**src/rtl/result_source_pkg.sv**
```systemverilog
// rtl/result_source_pkg.sv - shared result-source encoding, types and helpers
package result_source_pkg;

    localparam int RS_W   = 2;
    localparam int RS_NUM = 1 << RS_W;

    typedef enum logic [RS_W-1:0] {
        RS_ALU  = 2'b00,
        RS_MEM  = 2'b01,
        RS_PC4  = 2'b10,
        RS_VMEM = 2'b11
    } result_source_e;

    // One-hot view of a select; bit n set when the select equals n
    function automatic logic [RS_NUM-1:0] to_onehot(input result_source_e rs);
        logic [RS_NUM-1:0] oh;
        oh = '0;
        oh[rs] = 1'b1;
        return oh;
    endfunction

endpackage

```
**src/rtl/result_source_decoder_rv32i_if.sv**
```systemverilog
// rtl/result_source_decoder_rv32i_if.sv - control-flag inputs and registered result-select outputs
interface result_source_decoder_rv32i_if;
    import result_source_pkg::*;

    logic                 en;
    logic                 flush;
    logic                 load;
    logic                 jump;
    logic                 i_jump;
    logic                 load_vector;
    logic                 f3_eq_0;
    logic [RS_W-1:0]      result_source;
    logic [RS_NUM-1:0]    result_onehot;
    logic                 illegal;

    // Decode stage side: drives control flags, observes the registered select
    modport master (
        output en, flush, load, jump, i_jump, load_vector, f3_eq_0,
        input  result_source, result_onehot, illegal
    );

    // Decoder side: consumes control flags, produces the registered select
    modport slave (
        input  en, flush, load, jump, i_jump, load_vector, f3_eq_0,
        output result_source, result_onehot, illegal
    );
endinterface

```
**src/rtl/result_source_decode_comb.sv**
```systemverilog
// rtl/result_source_decode_comb.sv - combinational priority decode of result source and illegal detect
module result_source_decode_comb
    import result_source_pkg::*;
(
    input  logic           load,
    input  logic           jump,
    input  logic           i_jump,
    input  logic           load_vector,
    input  logic           f3_eq_0,
    output result_source_e rs_next,
    output logic           illegal_next
);

    logic       jalr_ok;
    logic       jalr_bad;
    logic       jmp;
    logic [1:0] req_cnt;

    // JALR is only a jump when funct3 is zero; otherwise it is a malformed encoding
    always_comb begin
        jalr_ok  = i_jump & f3_eq_0;
        jalr_bad = i_jump & ~f3_eq_0;
        jmp      = jump | jalr_ok;
        req_cnt  = {1'b0, jmp} + {1'b0, load_vector} + {1'b0, load};
    end

    // Link value beats vector load beats scalar load; ALU is the fallback
    always_comb begin
        rs_next = RS_ALU;
        if (jmp) begin
            rs_next = RS_PC4;
        end else if (load_vector) begin
            rs_next = RS_VMEM;
        end else if (load) begin
            rs_next = RS_MEM;
        end
    end

    // Flag bad JALR funct3 or conflicting source requests from the main decoder
    always_comb begin
        illegal_next = jalr_bad | (req_cnt > 2'd1);
    end

endmodule

```
**src/rtl/result_source_decoder_rv32i.sv**
```systemverilog
// rtl/result_source_decoder_rv32i.sv - registered writeback result-source select with stall and flush
module result_source_decoder_rv32i
    import result_source_pkg::*;
(
    input  logic                          clk,
    input  logic                          rst_n,
    result_source_decoder_rv32i_if.slave  bus
);

    result_source_e    rs_next;
    logic              illegal_next;
    result_source_e    rs_q;
    logic [RS_NUM-1:0] onehot_q;
    logic              illegal_q;

    result_source_decode_comb u_decode (
        .load         (bus.load),
        .jump         (bus.jump),
        .i_jump       (bus.i_jump),
        .load_vector  (bus.load_vector),
        .f3_eq_0      (bus.f3_eq_0),
        .rs_next      (rs_next),
        .illegal_next (illegal_next)
    );

    // Pipeline register: reset and flush both insert an ALU bubble, en=0 holds
    always_ff @(posedge clk) begin
        if (!rst_n || bus.flush) begin
            rs_q      <= RS_ALU;
            onehot_q  <= to_onehot(RS_ALU);
            illegal_q <= 1'b0;
        end else if (bus.en) begin
            rs_q      <= rs_next;
            onehot_q  <= to_onehot(rs_next);
            illegal_q <= illegal_next;
        end
    end

    // One-hot is captured from the same next-state select so the two never diverge
    always_comb begin
        bus.result_source = rs_q;
        bus.result_onehot = onehot_q;
        bus.illegal       = illegal_q;
    end

endmodule

```
**src/flat_wrapper.sv**
```systemverilog
// flat-port wrapper written by rule: the top's interface ports become plain ports
module result_source_decoder_rv32i_flat import result_source_pkg::*;
  (clk, rst_n, bus_en, bus_flush, bus_load, bus_jump, bus_i_jump, bus_load_vector, bus_f3_eq_0, bus_result_source, bus_result_onehot, bus_illegal);
  result_source_decoder_rv32i_if bus_i ();
  input  logic clk;
  input  logic rst_n;
  input wire logic [$bits(bus_i.en)-1:0] bus_en;
  input wire logic [$bits(bus_i.flush)-1:0] bus_flush;
  input wire logic [$bits(bus_i.load)-1:0] bus_load;
  input wire logic [$bits(bus_i.jump)-1:0] bus_jump;
  input wire logic [$bits(bus_i.i_jump)-1:0] bus_i_jump;
  input wire logic [$bits(bus_i.load_vector)-1:0] bus_load_vector;
  input wire logic [$bits(bus_i.f3_eq_0)-1:0] bus_f3_eq_0;
  output wire logic [$bits(bus_i.result_source)-1:0] bus_result_source;
  output wire logic [$bits(bus_i.result_onehot)-1:0] bus_result_onehot;
  output wire logic [$bits(bus_i.illegal)-1:0] bus_illegal;
  assign bus_i.en = bus_en;
  assign bus_i.flush = bus_flush;
  assign bus_i.load = bus_load;
  assign bus_i.jump = bus_jump;
  assign bus_i.i_jump = bus_i_jump;
  assign bus_i.load_vector = bus_load_vector;
  assign bus_i.f3_eq_0 = bus_f3_eq_0;
  assign bus_result_source = bus_i.result_source;
  assign bus_result_onehot = bus_i.result_onehot;
  assign bus_illegal = bus_i.illegal;
  result_source_decoder_rv32i u_core (.clk(clk), .rst_n(rst_n), .bus(bus_i));
endmodule
```
**config.mk**
```make
export PLATFORM = sky130hd
export DESIGN_NAME = result_source_decoder_rv32i_flat
export DESIGN_NICKNAME = d
export VERILOG_FILES = /design/src/rtl/result_source_pkg.sv /design/src/rtl/result_source_decoder_rv32i_if.sv /design/src/rtl/result_source_decode_comb.sv /design/src/rtl/result_source_decoder_rv32i.sv /design/src/flat_wrapper.sv
export SDC_FILE = /design/constraint.sdc
export NUM_CORES = 1
export LEC_CHECK = 0
export CORE_AREA = 2 2 39 41
export DETAILED_ROUTE_END_ITERATION = 6
export DIE_AREA = 0 0 41 43
export GPL_TIMING_DRIVEN = 1
export SLEW_MARGIN = 40
export SYNTH_ARGS = -nofsm -noshare
export SYNTH_HDL_FRONTEND = slang
export SYNTH_SLANG_ARGS = --single-unit
```
**constraint.sdc**
```tcl
create_clock -name clk -period 1.15 [get_ports clk]
set_input_delay 0.23 -clock clk [delete_from_list [all_inputs] [get_ports clk]]
set_output_delay 0.23 -clock clk [all_outputs]
set_load 0.01 [all_outputs]
```
==> summary.md <==
| Metric | Value |
|---|---|
| Distinct cells, synth | `20` |
| Most common cell after layout, fill and taps aside | `buf_4` |
| Total wire length | `around 1000 um` |
| Sequential area share after synthesis | `between 30% and 40%` |
| Period utilisation layout | `between 90% and 100%` |
| Worst Setup Path Type | `input pin to flip-flop` |
| Buffers on Ports | `15` |
| Worst EP required | `1.32 ns` |
| Initial Utilization | `26.6%` |
| Die Span Y | `between 40 and 50 um` |
| Synthesized flop and latch total | `7` |
| Core area | `~0.0014 mm^2` |
| Worst Max-Slew Pin Slew | `0.234 ns` |
| Fin crit period | `1.13 ns` |
| Via-to-Cell Ratio | `4.57` |
| # setup viols final | `0` |
| RSZ-0062 raised after global routing | `true` |
| Final Skew | `0 ns` |
| Syn_nets | `46` |
| Final WS setup | `0.0207 ns` |
| Share of the synthesized area in the top cell type | `a little under two fifths` |
| DR WL/cell | `between 10 and 15 um` |
| Die area | `0.00176 mm^2` |
| Vias post-DR | `~380` |
| Sum Neg Setup Slack | `0 ns` |
| Initial DRC count | `8` |
| Clock-pin slew on the worst setup and hold paths | `0.06 ns` |
| Area growth syn-to-layout | `78.9%` |
| Antenna diode count | `0` |
| Slew headroom | `between 80% and 90%` |
| Clock Sink Count | `7` |
| DRC Markers | `0` |
| Worst-Skew Late Latency | `roughly 0.25 ns` |
| Largest net degree at the start of global routing | `7` |
| Dpl hpwl | `about 780 um` |
| Number of global-route vias before repair | `just under 400` |
| Arrival time worst endpoint | `1.30 ns` |
| Inserted Clock Buffers | `3` |
| Worst Hold Class | `input pin to flip-flop` |
| Io pins | `16` |
| Peak Freq | `approximately 0.89 GHz` |
| CTS max path bufs | `2` |
| Commonest non-fill, non-tap cells in the layout | `buf_4 (14), dlygate4sd2_1 (10), dfxtp_1 (7)` |
| First-pass GRT wire length | `approximately 1600 um` |
| Placed Area | `around 630 um^2` |
| Final Max Slew Viols | `0` |
| Share of cells above drive strength 1 | `around 37%` |
| Syn Area/Cell | `~10 um^2` |
| Detail Route Antenna Nets | `0` |
| Worst-path maximum fanout | `6` |
| GR Overflow Total | `0` |
| Worst hold slack | `a little over 0.4 ns` |
| Synth warnings | `0` |
| Drt pass-1 iters | `4` |
| Setup crit end kind | `flip-flop` |
| Pre-CTS setup slack | `-0.296 ns` |
| Synth top area cells | `dfxtp_1 (38%), and4bb_2 (6.8%), nand4bb_2 (4.4%)` |
| Max-capacitance violation count | `0` |
| GRT busiest layer | `met2` |
| Outcome | `finished clean` |
| All-Layer GR Usage | `between 10% and 20%` |
| Leading area contributor after synthesis | `dfxtp_1` |
| Post-layout net count | `slightly below 80` |
| Final instance area | `658 um^2` |
| Placer Congestion | `0.716` |
| IR drop worst, VDD | `approximately 0.36 mV` |
| H-Tree Depth | `1` |
| Fill cell count | `145` |
| M2 GR Usage | `a little under a fifth` |
| Synthesized cell area | `about 370 um^2` |
| Root Driver | `clkbuf_4` |
| CP Launch Type | `input pin` |
| Post-Syn Instances | `36` |
| Die width | `just over 40 um` |
| Met1 usage | `around 16%` |
| M3 GR Usage | `around 6.3%` |
| Final Hold Fails | `0` |
| Pwr per Cell Area | `roughly 950 mW/mm^2` |
| Initial antenna violation count | `0` |
| CTS tree | `yes` |
| # rows | `14` |
| Static leakage | `approximately 0.00033 uW` |
critical path, stage by stage:
cell and delay, ns:
clkdlybuf4s50_1 0.47, nand2b_2 0.27, buf_4 0.16, a311oi_2 0.17
metrics by stage:
step / total power [uW] / utilization, % / std cells
6_report: 627 / 47.6 / 84
5_1_grt: 668 / 47.6 / 84
4_1_cts: 641 / 46.8 / 84
3_5_place_dp: 406 / 45.7 / 80
3_3_place_gp: 406 / 45.7 / 80
2_1_floorplan: 310 / - / 36
registers in the layout, summed over array words and instances (netlist names):
signal,cells
u_core.bus.illegal,1
u_core.bus.result_onehot,4
u_core.bus.result_source,2
metal layers:
layer / share of wire (%) / up-vias
li1: - / 201
met1: 46 / 169
met2: 47 / 12
met3: 5.1 / 2
met4: 1.9 / 0
met5: 0 / -
path summary, 6_finish.rpt:
kind	depth (start not counted)	end	slack [ns]	start
setup / recovery	4	u_core.bus.illegal	0.02	bus_flush
hold / removal	3	u_core.bus.result_onehot[3]	0.41	bus_load_vector
setup reg to reg	2	u_core.bus.result_onehot[0]	0.31	u_core.bus.result_onehot[0]
hold reg to reg	2	u_core.bus.result_onehot[3]	0.47	u_core.bus.result_onehot[3]
power breakdown:
group          switching [uW]  total, uW  internal (uW)
Combinational            57.6        138           80.5
Clock                     101        234            133
Sequential               3.66        255            251
Total                     162        627            465
cell usage after synthesis, drive strengths merged:
| library cell | number |
|---|---|
| dfxtp | 7 |
| inv | 4 |
| nor2 | 4 |
| a211oi | 2 |
| a311oi | 2 |
| and4bb | 2 |
| nand2 | 2 |
| nand2b | 2 |
| nor2b | 2 |
| a21o | 1 |
| a311o | 1 |
| a41o | 1 |
| buf | 1 |
| ha | 1 |
| nand4b | 1 |
| nand4bb | 1 |
| o32ai | 1 |
| o41ai | 1 |
cell families after synthesis:
family	count (synthesis)	share of synthesized area (%)
flip-flops	7	38.1
adder cells (fa/ha/maj)	1	3.40
buffers and inverters	5	7.14
AO/OA/AOI/OAI	9	24.8
AND/OR/NAND/NOR	14	26.5
layout make-up:
class                      instances  area [um^2]  area share [%]
timing repair buffer              29          248            37.6
inverter                           4         15.0            2.28
tap                               16         20.0            3.04
clock buffer                       4         26.3            3.99
sequential                         7          140            21.3
multi-input combinational         24          209            31.7
what timing repair did:
item                                    CTS  global route
resized for setup                        11             3
pin swaps                                 1             0
endpoints found under the hold margin     0             0
buffers inserted                          0             0
gates cloned                              0             0
endpoints found under the setup margin    9             4
hold buffers                              0             0
No activity file was read; power rests on OpenSTA's default activity.
